[src/rtl/mem_port_arbiter.sv]
// rtl/mem_port_arbiter.sv - two-requester data-memory port arbiter with two-cycle bus sequencing
// Define MEM_ARB_RR_EN for round-robin arbitration; otherwise D-side priority with a starvation guard.
module mem_port_arbiter #(
    parameter int XLEN       = 32,
    parameter int STARVE_MAX = 4
) (
    input  logic              clk,
    input  logic              rst,
    input  logic              d_req,
    input  logic [XLEN-1:0]   d_addr,
    input  logic [XLEN/8-1:0] d_byteen,
    input  logic              d_we,
    input  logic [XLEN-1:0]   d_wdata,
    input  logic              i_req,
    input  logic [XLEN-1:0]   i_addr,
    input  logic [XLEN/8-1:0] i_byteen,
    input  logic              i_we,
    input  logic [XLEN-1:0]   i_wdata,
    output logic              d_gnt,
    output logic              d_rvalid,
    output logic [XLEN-1:0]   d_rdata,
    output logic              d_err,
    output logic              i_gnt,
    output logic              i_rvalid,
    output logic [XLEN-1:0]   i_rdata,
    output logic              i_err,
    output logic              busy,
    output logic              owner,
    output logic              mem_req,
    output logic              mem_we,
    output logic [XLEN-1:0]   mem_addr,
    output logic [XLEN-1:0]   mem_wdata,
    output logic [XLEN/8-1:0] mem_byteen,
    input  logic [XLEN-1:0]   mem_rdata,
    input  logic              mem_err
);

    typedef enum logic [1:0] {
        IDLE  = 2'd0,
        ISSUE = 2'd1,
        DATA  = 2'd2,
        RESP  = 2'd3
    } state_t;

    state_t            state;
    state_t            state_next;

    logic              own_q;
    logic [XLEN-1:0]   addr_q;
    logic [XLEN/8-1:0] byteen_q;
    logic              we_q;
    logic [XLEN-1:0]   wdata_q;
    logic [XLEN-1:0]   rdata_q;
    logic              err_q;

    logic              any_req;
    logic              grant_i;

    assign any_req = d_req | i_req;

`ifdef MEM_ARB_RR_EN
    // On a tie the requester that did not own the last transaction goes next.
    always_comb begin
        grant_i = i_req;
        if (d_req && i_req) begin
            grant_i = ~own_q;
        end
    end
`else
    logic [3:0] starve_cnt;
    logic       starve_hit;

    assign starve_hit = (starve_cnt == 4'(STARVE_MAX));

    always_comb begin
        grant_i = i_req;
        if (d_req && i_req) begin
            grant_i = starve_hit;
        end
    end

    // Counts D-side wins that left a waiting I-side behind.
    always_ff @(posedge clk) begin
        if (rst) begin
            starve_cnt <= 4'd0;
        end else if (state == IDLE) begin
            if (!i_req || grant_i) begin
                starve_cnt <= 4'd0;
            end else if (d_req && starve_cnt != 4'hF) begin
                starve_cnt <= starve_cnt + 4'd1;
            end
        end
    end
`endif

    always_ff @(posedge clk) begin
        if (rst) begin
            state    <= IDLE;
            own_q    <= 1'b0;
            addr_q   <= '0;
            byteen_q <= '0;
            we_q     <= 1'b0;
            wdata_q  <= '0;
            rdata_q  <= '0;
            err_q    <= 1'b0;
        end else begin
            state <= state_next;
            if (state == IDLE && any_req) begin
                own_q    <= grant_i;
                addr_q   <= grant_i ? i_addr   : d_addr;
                byteen_q <= grant_i ? i_byteen : d_byteen;
                we_q     <= grant_i ? i_we     : d_we;
                wdata_q  <= grant_i ? i_wdata  : d_wdata;
            end
            if (state == DATA) begin
                rdata_q <= we_q ? '0 : mem_rdata;
                err_q   <= mem_err;
            end
        end
    end

    always_comb begin
        state_next = state;
        d_gnt      = 1'b0;
        i_gnt      = 1'b0;
        d_rvalid   = 1'b0;
        i_rvalid   = 1'b0;
        d_rdata    = '0;
        i_rdata    = '0;
        d_err      = 1'b0;
        i_err      = 1'b0;
        mem_req    = 1'b0;
        mem_we     = 1'b0;
        mem_addr   = '0;
        mem_wdata  = '0;
        mem_byteen = '0;

        case (state)
            IDLE: begin
                if (any_req) begin
                    state_next = ISSUE;
                end
            end
            ISSUE: begin
                mem_req    = 1'b1;
                mem_we     = we_q;
                mem_addr   = addr_q;
                mem_wdata  = wdata_q;
                mem_byteen = byteen_q;
                d_gnt      = ~own_q;
                i_gnt      = own_q;
                state_next = DATA;
            end
            DATA: begin
                mem_req    = 1'b1;
                mem_we     = we_q;
                mem_addr   = addr_q;
                mem_wdata  = wdata_q;
                mem_byteen = byteen_q;
                state_next = RESP;
            end
            RESP: begin
                if (own_q) begin
                    i_rvalid = 1'b1;
                    i_rdata  = rdata_q;
                    i_err    = err_q;
                end else begin
                    d_rvalid = 1'b1;
                    d_rdata  = rdata_q;
                    d_err    = err_q;
                end
                state_next = IDLE;
            end
            default: begin
                state_next = IDLE;
            end
        endcase
    end

    assign busy  = (state != IDLE);
    assign owner = own_q;

endmodule

[config.mk]
export PLATFORM = sky130hd
export DESIGN_NAME = mem_port_arbiter
export DESIGN_NICKNAME = d
export VERILOG_FILES = /design/src/rtl/mem_port_arbiter.sv
export SDC_FILE = /design/constraint.sdc
export NUM_CORES = 1
export LEC_CHECK = 0
export ABC_AREA = 0
export CAP_MARGIN = 10
export CORE_MARGIN = 2
export CORE_UTILIZATION = 40
export CTS_CLUSTER_DIAMETER = 120
export CTS_CLUSTER_SIZE = 20
export DETAILED_ROUTE_END_ITERATION = 8
export PLACE_DENSITY_LB_ADDON = 0.2
export SLEW_MARGIN = 20
export SYNTH_ARGS = -nofsm -noshare
export SYNTH_HDL_FRONTEND = slang
export SYNTH_SLANG_ARGS = --single-unit
[constraint.sdc]
create_clock -name clk -period 2.5 [get_ports clk]
set_clock_uncertainty 0.2 [all_clocks]
set_input_delay 0.25 -clock clk [delete_from_list [all_inputs] [get_ports clk]]
set_output_delay 0.25 -clock clk [all_outputs]
set_load 0.01 [all_outputs]
## Word level (Yosys, flattened, before mapping)

Cells that the tools add are included.

| storage, ports and cells | value |
|---|---|
| register bits after elaboration | 109 |
| input bits | 175 |
| output and inout bits | 142 |
| logic and storage cells | 57 |

| operators by class | value |
|---|---|
| $add $sub $neg | 1 |
| equal/unequal tests | 6 |
| muxes and demuxes | 29 |
| bitwise operators | 2 |
| reduce and logical (&&, ||, !) cells | 10 |

Operators by type and width:

| operator | number |
|---|---|
| $mux W32 | 9 |
| $mux W4 | 4 |
| $mux W1 | 14 |
| $pmux W2 S4 | 1 |
| $add A4 B1 Y4 const B | 1 |
| $eq A2 B2 Y1 const B | 2 |
| $eq A4 B3 Y1 const B | 1 |
| $ne A4 B4 Y1 const B | 1 |
| $reduce_bool A2 Y1 | 2 |
| $logic_and A1 B1 Y1 | 3 |
| $eq A2 B1 Y1 const B | 1 |
| $logic_not A2 Y1 | 1 |
| $mux W2 | 1 |
| $ne A2 B2 Y1 const B | 1 |
| $reduce_and A2 Y1 | 1 |
| $reduce_or A2 Y1 | 1 |
| $logic_not A1 Y1 | 1 |
| $logic_or A1 B1 Y1 | 1 |
| $not A1 Y1 | 1 |
| $or A1 B1 Y1 | 1 |

## Depth between registers and ports, before layout

Gate-level depths: netlist (run 1).

| logic depth | value |
|---|---|
| word-level depth | 5 |
| gate-level depth with buffers | 8 |
| gate-level depth less buffers | 5 |

## Worst setup path before layout (run 1)

OpenSTA, ideal clock, no wires.

| timing | value |
|---|---|
| path type | reg2out |
| start point | register state[0] |
| end point | output port d_rdata[16] |
| arrival | 1.368 ns |
| data required time | 2.050 ns |
| setup slack | 0.682 ns |
| stages on the path, launching flop included | 5 |
| path buffers | 1 |
| cell sequence | dfxtp_1 > ha_1 > nor2b_1 > clkbuf_1 > and2_1 |

| on the way | value |
|---|---|
| cells in the longest elaborated chain, start to end | 2 |

RTL lines:

| what | line | RTL |
|---|---|---|
| from (decl) | 45 | `state_t state;` |
| from (signal assigned) | 107 | `state <= state_next;` |
| $eq A2 B2 Y1 | 138 | `case (state)` |
| $mux W32 | 138 |  |
| to (decl) | 21 | `output logic [XLEN-1:0] d_rdata,` |

No other way between the ends.

## Worst setup path in the final report (run 1)

| timing | value |
|---|---|
| start point | register state[0] |
| end point | output port mem_wdata[17] |

| on the way | value |
|---|---|
| cells in the longest elaborated chain, start to end | 3 |
| elaborated cells between the ends (all ways) | 4 |
| those cells by class | eq/ne: 2; mux: 1; reduce/logical: 1 |

RTL lines:

| what | line | RTL |
|---|---|---|
| $eq A2 B2 Y1 / $eq A2 B1 Y1 (equally long branches) | 138 |  |
| $reduce_or A2 Y1 (no line) * | -- |  |
| $mux W32 * | 138 |  |
| to (decl) | 32 | `output logic [XLEN-1:0] mem_wdata,` |

Every way passes the cells marked *; elsewhere a longest branch is shown, timed or not.

==> metrics.md, run 1 <==
| Metric | Value |
|---|---|
| Status | `finished clean` |
| Slew Viols, Final | `0` |
| # IOs | `317` |
| Count leader, synth | `dfxtp_1` |
| Post-DRT Antenna Nets | `0` |
| Routed wire length | `21.4 mm` |
| Share of post-route cells with drive strength above 1 | `5.44%` |
| Data arrival, critical path | `1.96 ns` |
| Area of the core | `14600 um2` |
| Worst slew pin tran | `0.575 ns` |
| Syn_nets | `942` |
| Number of inserted diodes | `0` |
| Clk slew on worst S/H paths | `0.07 ns` |
| Crit path required time | `2.05 ns` |
| Most frequent cells after synthesis | `dfxtp_1 (109), and2_1 (104), nor2_1 (104), nand3_1 (71), o211ai_1 (70)` |
| CTS root buffer | `clkbuf_16` |
| Leakage Power | `0.00481 uW` |
| Hold Crit Class | `in2reg` |
| Max cap viols | `0` |
| Ys Warns | `0` |
| Area grow syn2layout | `64.3%` |
| PortBufs | `316` |
| Layout Nets | `1206` |
| Via density | `5.53` |
| Post-Synthesis Cells | `761` |
| CP Capture Type | `output pin` |
| Power per standard cell area | `789 nW/um2` |
| Final core utilization | `67.6%` |
| Fraction of registers with async set or reset after synthesis | `0%` |
| Number of global-route vias before repair | `6270` |
| H-tree depth | `3` |
| Clk Latency, worst-skew pair | `0.34 ns` |
| Routed wire per std cell | `17.7 um` |
| Hold Fails Final Rpt | `0` |
| Placer Congestion | `0.823` |
| Die area | `16000 um2` |
| CP max FO | `7` |
| CTS tree | `yes` |
| Fmax | `415 MHz` |
| Clock sink count | `109` |
| Worst hold slack | `0.0673 ns` |
| Crit Path Class | `reg2out` |
| Pre-antenna DRT Iters | `5` |
| RSZ-0062 raised after global routing | `no` |
| Starting Density | `41.1%` |
| Global-route wire length before repair | `32.8 mm` |
| GRT Total Usage | `25.0%` |
| Setup TNS Final | `0 ns` |
| Area leader, netlist | `dfxtp_1` |
| Number of distinct library cells after synthesis | `36` |
| Seq/Total Area, Yosys | `36.4%` |
| Max Root-Sink Buffers | `2` |
| Post-route DRC | `0` |
| Startpoint types | `flip-flop` |
| Yosys top cell area share | `36.4%` |
| Rel. slew slack | `61.7%` |
| Synth Area per Inst | `7.89 um2` |
| Cell Rows | `44` |
| Tcrit/Tclk final | `96.3%` |
| Flop and latch count out of synthesis | `109` |
| VDD IR max | `0.473 mV` |
| Tot Pwr | `7780 uW` |
| Tmin final | `2.41 ns` |
| Die Wd | `126 um` |
| Via count | `6710` |
| Largest net degree at the start of global routing | `70` |
| DP Wirelength | `14.8 mm` |
| Synthesized area | `6000 um2` |
| Final setup viols | `0` |
| Initial antenna violation count | `0` |
| CTS buffer count | `9` |
| Post-synth EDFFs | `0` |
| Die Y | `126 um` |
| Top_reg_cell synth | `dfxtp_1` |
| Starting DRT DRC Count | `323` |
| Ranking of synthesized cells by area | `dfxtp_1 (36%), and2_1 (11%), a311oi_1 (10%)` |
| Overflow after GRT | `0` |
critical path: stages (launching register included):
cell             delay (ns)
dfxtp_2                0.36
inv_1                  0.09
ha_4                   0.36
buf_4                  0.13
and2_1                 0.11
clkdlybuf4s50_1        0.56
metal layers:
| metal | global-route usage [%] | routed length [um] | up-vias |
|---|---|---|---|
| met5 | 0 | 0 | - |
| met4 | 11.1 | 746 | 0 |
| met3 | 5.40 | 1560 | 51 |
| met2 | 41.4 | 10200 | 297 |
| met1 | 31.5 | 8900 | 3105 |
| li1 | - | - | 3257 |
through the flow:
stage          worst slack, ns  instances  instance area [um2]
2_1_floorplan            0.682        761                 6000
3_3_place_gp             0.299       1195                 9330
3_5_place_dp             0.224       1195                 9330
4_1_cts               -0.00836       1211                 9650
5_1_grt              0.0000819       1214                 9860
6_report                0.0931       1214                 9860
report_power, final:
part           internal [uW]  total, uW  switching (uW)
clock                    859       1510             648
sequential              2250       2560             311
combinational           1880       3720            1840
total                   4990       7780            2800
layout make-up:
cell class	count	area [um2]
well taps	184	230
clock buffers	13	270
multi-input cells	552	3420
inverters	7	26.3
clock inverters	3	42.5
fillers	1235	4730
repair buffers	346	3680
flip-flops and latches	109	2180
flip-flops by register name, summed over array words and instances, names as in the netlist:
| signal | count |
|---|---|
| addr_q | 32 |
| rdata_q | 32 |
| wdata_q | 32 |
| byteen_q | 4 |
| starve_cnt | 4 |
| state | 2 |
| err_q | 1 |
| owner | 1 |
| we_q | 1 |
cells in the final DEF (no fill, tap or decap), drive strengths merged, types with 2 or more instances in the layout:
cell type	instances
a211oi	2
a21oi	35
a311oi	69
and2	104
and3	33
buf	31
clkbuf	14
clkdlybuf4s50	249
dfxtp	109
dlygate4sd2	2
dlymetal6s2s	63
ha	6
inv	7
mux2i	3
nand2b	4
nand3	71
nor2	104
nor2b	35
o211ai	70
or4	2
kinds of logic after synthesis:
| family | count (synthesis) | share of synthesized area (%) |
|---|---|---|
| muxes | 3 | 0.500 |
| and+or+nand+nor | 360 | 31.9 |
| AOI/OAI and AO/OA | 183 | 22.9 |
| buffers and inverters | 100 | 7.13 |
| DFF | 109 | 36.4 |
| adders and majority gates | 6 | 1.25 |
path summary, 6_finish.rpt:
kind / start / to / slack, ns / cells past startpoint
worst min register to register: wdata_q[20] / wdata_q[20] / 0.29 / 2
worst min-delay path: i_req / owner / 0.07 / 3
worst max register to register: starve_cnt[0] / byteen_q[3] / 0.54 / 6
worst max-delay path: state[0] / mem_wdata[17] / 0.09 / 5
timing repair:
item                       CTS  global route
buffers inserted             0             1
setup endpoints to repair   92            94
gates resized for setup      5            68
gates cloned                 0             2
hold buffers                 0             0
Power figures use the tool's default switching activity.
==> inputs of run 2 (changes only) <==
--- a/config.mk
+++ b/config.mk
@@ -6,13 +6,14 @@
 export NUM_CORES = 1
 export LEC_CHECK = 0
 export ABC_AREA = 0
+export ABC_CLOCK_PERIOD_IN_PS = 2500
 export CAP_MARGIN = 10
 export CORE_MARGIN = 2
 export CORE_UTILIZATION = 40
 export CTS_CLUSTER_DIAMETER = 120
 export CTS_CLUSTER_SIZE = 20
 export DETAILED_ROUTE_END_ITERATION = 8
-export PLACE_DENSITY_LB_ADDON = 0.2
+export PLACE_DENSITY = 0.89
 export SLEW_MARGIN = 20
 export SYNTH_ARGS = -nofsm -noshare
 export SYNTH_HDL_FRONTEND = slang
==> metrics.md, run 2 (same netlist as run 1, synthesis figures left out) <==
| Metric | Value |
|---|---|
| DP Wirelength | `14.1 mm (-4.8%)` |
| Clk slew on worst S/H paths | `0.08 ns (about the same)` |
| Crit Path Class | `reg2out` |
| Status | `finished clean` |
| Global-route wire length before repair | `33.2 mm (+1.3%)` |
| CTS tree | `yes` |
| Via count | `6823 (+1.7%)` |
| Starting Density | `41.1% (unchanged)` |
| Rel. slew slack | `46.0% (-16 points)` |
| Final setup viols | `0 (unchanged)` |
| Hold path depth | `3 (unchanged)` |
| Hold Fails Final Rpt | `0 (unchanged)` |
| Number of inserted diodes | `0 (unchanged)` |
| Die Wd | `126 um (unchanged)` |
| Placement Setup Slack | `0.283 ns (+0.0590 ns)` |
| Top layer in use | `met4` |
| Routed wire length | `21.4 mm (-0.27%)` |
| Worst r2r src | `starve_cnt[0]` |
| Crit path required time | `2.05 ns (about the same)` |
| Share of post-route cells with drive strength above 1 | `4.78% (-0.66 points)` |
| Max cap viols | `0 (unchanged)` |
| Top delay family on crit path | `buffers and inverters` |
| Hold Crit Class | `in2reg` |
| Reg2Reg Depth | `6 (unchanged)` |
| Tcrit/Tclk final | `96.3% (about the same)` |
| GRT Total Usage | `25.6% (+0.54 points)` |
| Overflow after GRT | `0 (unchanged)` |
| Die area | `16000 um2 (unchanged)` |
| Worst slew pin tran | `0.809 ns (+0.235 ns)` |
| Clock sink count | `109 (unchanged)` |
| Layout Nets | `1202 (-0.33%)` |
| Post-DRT Antenna Nets | `0 (unchanged)` |
| Tmin final | `2.41 ns (+0.000543 ns)` |
| Routed wire per std cell | `17.7 um (about the same)` |
| Clk Latency, worst-skew pair | `0.34 ns (about the same)` |
| Commonest non-fill, non-tap cell in the layout | `clkdlybuf4s50_1` |
| Most frequent cells in the layout | `clkdlybuf4s50_1 (239), dfxtp_1 (107), and2_1 (104), nor2_1 (104), nand3_1 (71)` |
| VDD IR max | `0.414 mV (-12%)` |
| # IOs | `317 (unchanged)` |
| CP max-delay cell | `clkdlybuf4s50_1` |
| Area of the core | `14600 um2 (unchanged)` |
| Leakage Power | `0.00448 uW (-6.8%)` |
| Pre-antenna DRT Iters | `5 (unchanged)` |
| Met3 WL | `1.68 mm (+7.3%)` |
| Routed length on met2 | `10.4 mm (+1.9%)` |
| PortBufs | `316 (unchanged)` |
| Die Y | `126 um (unchanged)` |
| Via density | `5.64 (+2.0%)` |
| CTS buffer count | `9 (unchanged)` |
| RR Endpoint | `wdata_q[17]` |
| Min-delay src | `d_addr[28]` |
| Setup TNS Final | `0 ns (unchanged)` |
| Starting DRT DRC Count | `452 (+40%)` |
| Worst R2R Setup Slack | `0.28 ns (-0.26 ns)` |
| Crit-path max cell delay | `0.53 ns (-0.03 ns)` |
| WP buf/inv | `3 (unchanged)` |
| Cell Rows | `44 (unchanged)` |
| Crit-path cells | `inv_1 > ha_4 > buf_16 > and2_1 > clkdlybuf4s50_1` |
| Largest registers | `addr_q x32, rdata_q x32, wdata_q x32` |
| CTS Hold Bufs | `0 (unchanged)` |
| Post-route DRC | `0 (unchanged)` |
| Placed Area | `9260 um2 (-0.78%)` |
| Number of global-route vias before repair | `6404 (+2.1%)` |
| M1 wire length | `8.53 mm (-4.1%)` |
| Fmax | `415 MHz (about the same)` |
| Max Root-Sink Buffers | `2 (unchanged)` |
| Final WS setup | `0.0925 ns (-0.000543 ns)` |
| Placer Congestion | `0.870 (+5.7%)` |
| Power per standard cell area | `801 nW/um2 (+1.5%)` |
| Slew Viols, Final | `0 (unchanged)` |
| Fill count | `1194 (-3.3%)` |
| CP Capture Type | `output pin` |
| CP max FO | `18 (+11)` |
| Data arrival, critical path | `1.96 ns (about the same)` |
| Area grow syn2layout | `61.9%` |
| Post-route cell area | `9710 um2 (-1.5%)` |
| Initial antenna violation count | `0 (unchanged)` |
| Startpoint types | `flip-flop` |
| CTS root buffer | `clkbuf_16` |
| H-tree depth | `3 (unchanged)` |
| Largest net degree at the start of global routing | `79 (+13%)` |
| Hold Path Sink | `addr_q[28]` |
-- run 2: cell count changes in the layout (fill, tap and decap cells not counted), moves of 2 or more --
cell	delta
clkbuf_1	+2
dlygate4sd2_1	+37
clkdlybuf4s50_1	-10
dlymetal6s2s_1	-27
buf_4	-5
buf_16	+2
clkbuf_8	-2
-- run 2: repair_timing --
action | 4_1_cts | 5_1_grt
resized for setup | 43 | 39
setup buffers | 1 | 2
gates cloned | 2 | 0
pin swaps | 1 | 1
setup endpoints to repair | 75 | 64
-- run 2: power breakdown --
part	leakage, uW	switching (uW)	internal (uW)
Combinational	0.00345	1920	1850
Sequential	0.000898	319	2250
Clock	0.000136	640	807
-- run 2: worst max-delay path by stage --
stage	start	endpoint	slack, ns	cells after the start
finish	state[0]	mem_addr[11]	0.09	5
global route	state[0]	d_rdata[20]	-0.0003	5
CTS	state[1]	mem_addr[5]	-0.09	5
detailed placement	d_req	wdata_q[7]	0.28	5
global placement	state[0]	mem_addr[9]	0.32	5
floorplan	state[0]	d_rdata[16]	0.68	4
-- run 2: area by class of cell --
cell class | count | area [um2] | area share (%)
clock inverters | 3 | 45.0 | 0.464
well taps | 184 | 230 | 2.37
flip-flops and latches | 109 | 2180 | 22.5
inverters | 7 | 26.3 | 0.270
repair buffers | 342 | 3560 | 36.7
multi-input cells | 552 | 3420 | 35.2
clock buffers | 13 | 250 | 2.58
-- run 2: worst min-delay path, stage by stage --
cell             delay [ns]
clkdlybuf4s50_1        0.40
nand3_1                0.06
a311oi_1               0.07
-- run 2: layer usage --
metal  up-vias  global-route usage [%]
met5         -                       0
met4         0                    11.8
met3        53                    4.98
met2       346                    43.9
met1      3171                    30.9
li1       3253                       -
-- run 2: stage by stage --
step	power, uW	utilization (%)	hold WS (ns)	instances
6_report	7780	66.6	0.274	1210
5_1_grt	8300	66.6	0.278	1210
4_1_cts	7800	65.8	0.265	1208
3_5_place_dp	6090	63.4	0.287	1189
3_3_place_gp	5990	63.4	0.281	1189
2_1_floorplan	4480	-	0.189	761
